**src/rtl/morse_defs_pkg.sv**
```systemverilog
// Shared Morse definitions: letter codes, FSM encodings, symbol values and
// the (length, pattern) table for letters A..H, common to encoder and decoder.
package morse_defs_pkg;

    localparam int DEF_DOT_MAX    = 2;
    localparam int DEF_DASH_MAX   = 4;
    localparam int DEF_LETTER_GAP = 3;
    localparam int DEF_CNT_W      = 3;

    localparam int NUM_LETTERS = 8;
    localparam int MAX_SYMBOLS = 4;

    typedef enum logic [2:0] {
        LTR_A = 3'd0,
        LTR_B = 3'd1,
        LTR_C = 3'd2,
        LTR_D = 3'd3,
        LTR_E = 3'd4,
        LTR_F = 3'd5,
        LTR_G = 3'd6,
        LTR_H = 3'd7
    } letter_e;

    typedef enum logic [1:0] {
        ST_IDLE     = 2'd0,
        ST_MARK     = 2'd1,
        ST_GAP      = 2'd2,
        ST_ERR_WAIT = 2'd3
    } state_e;

    localparam logic SYM_DOT  = 1'b0;
    localparam logic SYM_DASH = 1'b1;

    // Symbols are shifted in MSB-first, so the first symbol sent ends up
    // in the highest occupied bit and unused upper bits stay zero.
    typedef struct packed {
        logic [2:0] len;
        logic [3:0] bits;
    } pattern_t;

    function automatic pattern_t letter_pattern(input logic [2:0] code);
        pattern_t p;
        p = '0;
        case (code)
            LTR_A: p = '{len: 3'd2, bits: 4'b0001};
            LTR_B: p = '{len: 3'd4, bits: 4'b1000};
            LTR_C: p = '{len: 3'd4, bits: 4'b1010};
            LTR_D: p = '{len: 3'd3, bits: 4'b0100};
            LTR_E: p = '{len: 3'd1, bits: 4'b0000};
            LTR_F: p = '{len: 3'd4, bits: 4'b0010};
            LTR_G: p = '{len: 3'd3, bits: 4'b0110};
            LTR_H: p = '{len: 3'd4, bits: 4'b0000};
            default: p = '0;
        endcase
        return p;
    endfunction

endpackage

```
**src/rtl/morse_pattern_lut.sv**
```systemverilog
// Combinational lookup from a collected symbol sequence (count + bits)
// to a letter code A..H; match is low for any unknown pattern.
module morse_pattern_lut
    import morse_defs_pkg::*;
(
    input  logic [2:0] sym_cnt,
    input  logic [3:0] sym_bits,
    output logic       match,
    output logic [2:0] letter
);

    pattern_t p;

    always_comb begin
        match  = 1'b0;
        letter = '0;
        p      = '0;
        for (int i = 0; i < NUM_LETTERS; i++) begin
            p = letter_pattern(3'(i));
            if (!match && sym_cnt == p.len && sym_bits == p.bits) begin
                match  = 1'b1;
                letter = 3'(i);
            end
        end
    end

endmodule

```
**src/rtl/morse_decoder.sv**
```systemverilog
// Morse line decoder: measures marks/spaces on tick strobes and emits a letter
// A..H with valid/error pulses. Define MORSE_DEC_SYNC_EN to add a 2-flop din synchronizer.
module morse_decoder
    import morse_defs_pkg::*;
#(
    parameter int DOT_MAX    = DEF_DOT_MAX,
    parameter int DASH_MAX   = DEF_DASH_MAX,
    parameter int LETTER_GAP = DEF_LETTER_GAP,
    parameter int CNT_W      = DEF_CNT_W
) (
    input  logic       clk,
    input  logic       reset,
    input  logic       tick,
    input  logic       din,
    output logic [2:0] letter,
    output logic       valid,
    output logic       error,
    output logic       busy
);

    localparam logic [CNT_W-1:0] DOT_MAX_C  = CNT_W'(DOT_MAX);
    localparam logic [CNT_W-1:0] DASH_MAX_C = CNT_W'(DASH_MAX);
    localparam logic [CNT_W-1:0] GAP_C      = CNT_W'(LETTER_GAP);
    localparam logic [2:0]       SYM_MAX_C  = 3'(MAX_SYMBOLS);

    logic din_s;

`ifdef MORSE_DEC_SYNC_EN
    logic [1:0] sync_q, sync_d;

    always_comb sync_d = {sync_q[0], din};

    always_ff @(posedge clk or negedge reset) begin
        if (!reset) sync_q <= '0;
        else        sync_q <= sync_d;
    end

    assign din_s = sync_q[1];
`else
    assign din_s = din;
`endif

    state_e           state_q, state_d;
    logic [CNT_W-1:0] mark_cnt_q, mark_cnt_d;
    logic [CNT_W-1:0] gap_cnt_q, gap_cnt_d;
    logic [2:0]       sym_cnt_q, sym_cnt_d;
    logic [3:0]       sym_q, sym_d;
    logic [2:0]       letter_q, letter_d;
    logic             valid_q, valid_d;
    logic             error_q, error_d;
    logic             busy_q, busy_d;

    logic             lut_match;
    logic [2:0]       lut_letter;
    logic             mark_sym;
    logic [CNT_W-1:0] gap_inc;

    assign mark_sym = (mark_cnt_q <= DOT_MAX_C) ? SYM_DOT : SYM_DASH;
    assign gap_inc  = gap_cnt_q + CNT_W'(1);

    morse_pattern_lut u_lut (
        .sym_cnt  (sym_cnt_q),
        .sym_bits (sym_q),
        .match    (lut_match),
        .letter   (lut_letter)
    );

    // NOTE: every flop, counters and symbol register included, clears on the
    // asynchronous reset so a reset mid-letter leaves no partial state behind.
    always_ff @(posedge clk or negedge reset) begin
        if (!reset) begin
            state_q    <= ST_IDLE;
            mark_cnt_q <= '0;
            gap_cnt_q  <= '0;
            sym_cnt_q  <= '0;
            sym_q      <= '0;
            letter_q   <= '0;
            valid_q    <= 1'b0;
            error_q    <= 1'b0;
            busy_q     <= 1'b0;
        end else begin
            // NOTE: non-blocking assignments so every flop samples pre-edge values.
            state_q    <= state_d;
            mark_cnt_q <= mark_cnt_d;
            gap_cnt_q  <= gap_cnt_d;
            sym_cnt_q  <= sym_cnt_d;
            sym_q      <= sym_d;
            letter_q   <= letter_d;
            valid_q    <= valid_d;
            error_q    <= error_d;
            busy_q     <= busy_d;
        end
    end

    always_comb begin
        // NOTE: hold-by-default assignments up front keep this block latch-free.
        state_d    = state_q;
        mark_cnt_d = mark_cnt_q;
        gap_cnt_d  = gap_cnt_q;
        sym_cnt_d  = sym_cnt_q;
        sym_d      = sym_q;
        if (tick) begin
            case (state_q)
                ST_IDLE: begin
                    if (din_s) begin
                        state_d    = ST_MARK;
                        mark_cnt_d = CNT_W'(1);
                        sym_cnt_d  = '0;
                        sym_d      = '0;
                    end
                end
                ST_MARK: begin
                    if (din_s) begin
                        if (mark_cnt_q >= DASH_MAX_C) begin
                            state_d   = ST_ERR_WAIT;
                            gap_cnt_d = '0;
                        end else begin
                            mark_cnt_d = mark_cnt_q + CNT_W'(1);
                        end
                    end else if (sym_cnt_q >= SYM_MAX_C) begin
                        state_d   = ST_ERR_WAIT;
                        gap_cnt_d = '0;
                    end else begin
                        state_d   = ST_GAP;
                        sym_d     = {sym_q[2:0], mark_sym};
                        sym_cnt_d = sym_cnt_q + 3'd1;
                        gap_cnt_d = CNT_W'(1);
                    end
                end
                ST_GAP: begin
                    if (din_s) begin
                        state_d    = ST_MARK;
                        mark_cnt_d = CNT_W'(1);
                    end else if (gap_inc >= GAP_C) begin
                        state_d = ST_IDLE;
                    end else begin
                        gap_cnt_d = gap_inc;
                    end
                end
                ST_ERR_WAIT: begin
                    if (din_s) begin
                        gap_cnt_d = '0;
                    end else if (gap_inc >= GAP_C) begin
                        state_d = ST_IDLE;
                    end else begin
                        gap_cnt_d = gap_inc;
                    end
                end
                default: state_d = ST_IDLE;
            endcase
        end
    end

    always_comb begin
        valid_d  = 1'b0;
        error_d  = 1'b0;
        letter_d = letter_q;
        busy_d   = (state_d != ST_IDLE);
        if (tick) begin
            case (state_q)
                ST_MARK: begin
                    if (din_s && mark_cnt_q >= DASH_MAX_C)   error_d = 1'b1;
                    if (!din_s && sym_cnt_q >= SYM_MAX_C)    error_d = 1'b1;
                end
                ST_GAP: begin
                    if (!din_s && gap_inc >= GAP_C) begin
                        if (lut_match) begin
                            valid_d  = 1'b1;
                            letter_d = lut_letter;
                        end else begin
                            error_d = 1'b1;
                        end
                    end
                end
                default: ;
            endcase
        end
    end

    assign letter = letter_q;
    assign valid  = valid_q;
    assign error  = error_q;
    assign busy   = busy_q;

endmodule

```
**config.mk**
```make
export PLATFORM = sky130hd
export DESIGN_NAME = morse_decoder
export DESIGN_NICKNAME = d
export VERILOG_FILES = /design/src/rtl/morse_defs_pkg.sv /design/src/rtl/morse_pattern_lut.sv /design/src/rtl/morse_decoder.sv
export SDC_FILE = /design/constraint.sdc
export NUM_CORES = 1
export LEC_CHECK = 0
export CORE_MARGIN = 2
export CORE_UTILIZATION = 58
export DETAILED_ROUTE_END_ITERATION = 7
export HOLD_SLACK_MARGIN = 0.03
export PLACE_DENSITY = 0.77
export SLEW_MARGIN = 0
export SYNTH_ARGS = -nofsm -noshare
export SYNTH_HDL_FRONTEND = slang
export SYNTH_SLANG_ARGS = --single-unit
```
**constraint.sdc**
```tcl
create_clock -name clk -period 2.2 [get_ports clk]
set_input_delay 0.22 -clock clk [delete_from_list [all_inputs] [get_ports clk]]
set_output_delay 0.22 -clock clk [all_outputs]
set_load 0.02 [all_outputs]
```
==> impl_metrics.ini <==
[finish]
finalInstanceArea_um2 = 1620
drive_gt1_frac = 0.106
multi_input_area_um2 = 842
fin_nets = 188
fill_cells = 199
insertedDiodeCount = 0
area_delta_synth_final_pct = 12.5
layout_common_cells = 21 x dfrtp_1, 16 x nand2_1, 13 x inv_1, 13 x o21ai_0, 13 x ha_1
regArea_um2 = 526
layout_commonest_cell = dfrtp_1

[worst_setup_path]
critPathArrivalTime_ns = 2.21
required_ns = 2.41
crit_type = register to register
worstPathMaxFanout = 8
critPathLaunchType = register
end_kind = register

[yosys]
synth_top_cell_area_share = 0.364
synth-seq-cells = 21
synth_cell_types = 49
postSynthCellCount = 157
ys_seq_area_frac = 0.364
synth_fp_nets = 174
ys_warn_count = 0
synth_area_um2 = 1440
synth_area_per_cell_um2 = 9.20
synth_top_area_cell = dfrtp_1
yosys-top-cells-area = dfrtp_1 36%, ha_1 11%, o21ai_0 4.5%, nand2_1 4.2%, inv_1 3.4%

[drt]
wire_per_inst_um = 15.3
wl_um = 3070
drtIter0Drc = 28
num_vias = 1224
vias_per_cell = 6.12
drt_pass1_iterations = 4
route.detailed.drc = 0
ant_nets = 0

[clocking]
cts_tree = built
numCtsBuffers = 3
cts.sinks = 21
clk_pin_slew_ns = 0.12
ctsHoldBuffers = 0
clock_latency_ns = 0.31
h-tree-depth = 1
cts_buffer_depth = 2
root_buffer = clkbuf_4

[sta]
final.min_clock_period_ns = 2.00
fin_ws_ns = 0.204
timing_hold_violations_final = 0
maxSlewViolCount = 0
fin_skew_ns = 0.00152
setup_tns_ns = 0
setup_viol = 0
max_freq_mhz = 501
tightest_slew_ns = 0.490
fin_crit_sh = 0.907
slew_headroom = 0.670
rsz0062_at_grt = false

[job]
cap_viol_max_count = 0

[power]
p_clk_frac = 0.101
switchingPower_uw = 871
power_density_nw_per_um2 = 1180
internal_power_mw = 1.04
seq_power_share = 0.354
swShare = 0.455
leakage_nw = 0.733
comb_power_share = 0.545
vdd_ir_drop_max_mv = 0.817

[floorplanning]
core_area_um2 = 2410
fp.dieW_um = 53.9
die_h_um = 53.9
die-area_um2 = 2900
rows = 18
start_util = 0.599
io_pins = 10

[placed_design]
place_ws_ns = 0.162
place_congestion = 0.829
place_area_um2 = 1590
port-buffer-count = 9
dpl.hpwl_um = 2240

[grt]
grt_max_degree = 22
grt_pass1_vias = 1130
grt_pass1_wl_um = 5130
antenna_found_initial = 0
overflow = 0
track_usage = 0.248

[run_status]
status = finished, final reports clean

[min_path]
hp-class = primary input to async pin
-- path summary, 6_finish.rpt --
path	start	to	slack, ns	cells past startpoint
worst max-delay path	state_q[1]	gap_cnt_q[0]	0.20	6
worst min-delay path	reset	sym_q[0]	0.25	2
worst max register to register	state_q[1]	gap_cnt_q[0]	0.20	6
worst min register to register	letter[2]	letter[2]	0.51	1
max in group asynchronous	reset	sym_cnt_q[0]	1.74	2
min in group clk	letter[2]	letter[2]	0.51	1
-- through the flow --
step	util	cells	hold slack (ns)	power (mW)
global placement	0.660	196	0.477	1.65
global route	0.674	200	0.280	2.09
CTS	0.671	200	0.263	1.91
floorplan	-	157	-0.0756	1.40
finish	0.674	200	0.249	1.91
detailed placement	0.660	196	0.492	1.71
-- power groups by stage --
| stage | logic (mW) | registers (mW) | clock network [mW] |
|---|---|---|---|
| floorplan | 0.746 | 0.657 | 0 |
| global placement | 0.986 | 0.662 | 0 |
| detailed placement | 1.03 | 0.681 | 0 |
| CTS | 1.04 | 0.673 | 0.199 |
| global route | 1.18 | 0.696 | 0.213 |
| finish | 1.04 | 0.676 | 0.194 |
-- metal layers --
layer | part of all wire | global-route usage
met5 | 0 | 0
met3 | 0.049 | 0.0333
met2 | 0.49 | 0.404
met1 | 0.45 | 0.320
met4 | 0.015 | 0.124
-- flip-flops by register name, indices dropped and copies added, names as in the netlist, 2 cells and up --
signal,cells
mark_cnt_q,3
sym_cnt_q,3
letter,3
state_q,2
sym_q,4
gap_cnt_q,3
-- Yosys cell counts, drive strengths merged --
cell,n
a211o,2
a21boi,2
or3,1
nor4b,1
ha,13
nor3b,1
and3b,2
nand2,16
xor2,1
nor2b,5
o41ai,2
o211a,1
and2,3
a21o,1
a2bb2oi,1
a21oi,3
nor2,3
o21bai,1
nand3,4
or4,1
a221oi,1
buf,4
dfrtp,21
or4b,1
o21ai,15
a22oi,1
inv,13
nand4,1
o211ai,5
o221ai,1
o32ai,1
nor3,3
a31oi,1
mux2,2
a32o,2
o311ai,2
clkbuf,3
nand2b,4
mux2i,2
o31ai,6
o21a,1
nand3b,2
or2,1
-- critical path, cell delays in order, from the launching register on --
cell      delay [ns]
dfrtp_1         0.51
inv_1           0.11
ha_1            0.29
nor2b_1         0.16
o21ai_0         0.41
o211ai_1        0.18
a32o_1          0.23
-- cell type report --
| class | count | share of cell area |
|---|---|---|
| Tap cell | 30 | 0.0231 |
| Clock inverter | 1 | 0.00308 |
| Sequential cell | 21 | 0.324 |
| Multi-Input combinational cell | 116 | 0.518 |
| Clock buffer | 3 | 0.0139 |
| Timing Repair Buffer | 16 | 0.0878 |
| Inverter | 13 | 0.0300 |
-- logic make-up after synthesis --
kind of cell             count (synthesis)  synth area share
AO/OA/AOI/OAI                           49             0.240
AND/OR/NAND/NOR                         49             0.191
XOR/XNOR                                 1           0.00607
adder cells (fa/ha/maj)                 13             0.113
flip-flops                              21             0.364
buffers and inverters                   20            0.0572
multiplexers                             4            0.0295
-- timing repair --
action | in CTS | in global routing
gates resized for setup | 0 | 1
buffers inserted | 0 | 0
setup endpoints to repair | 0 | 1
Power figures use the tool's default switching activity.
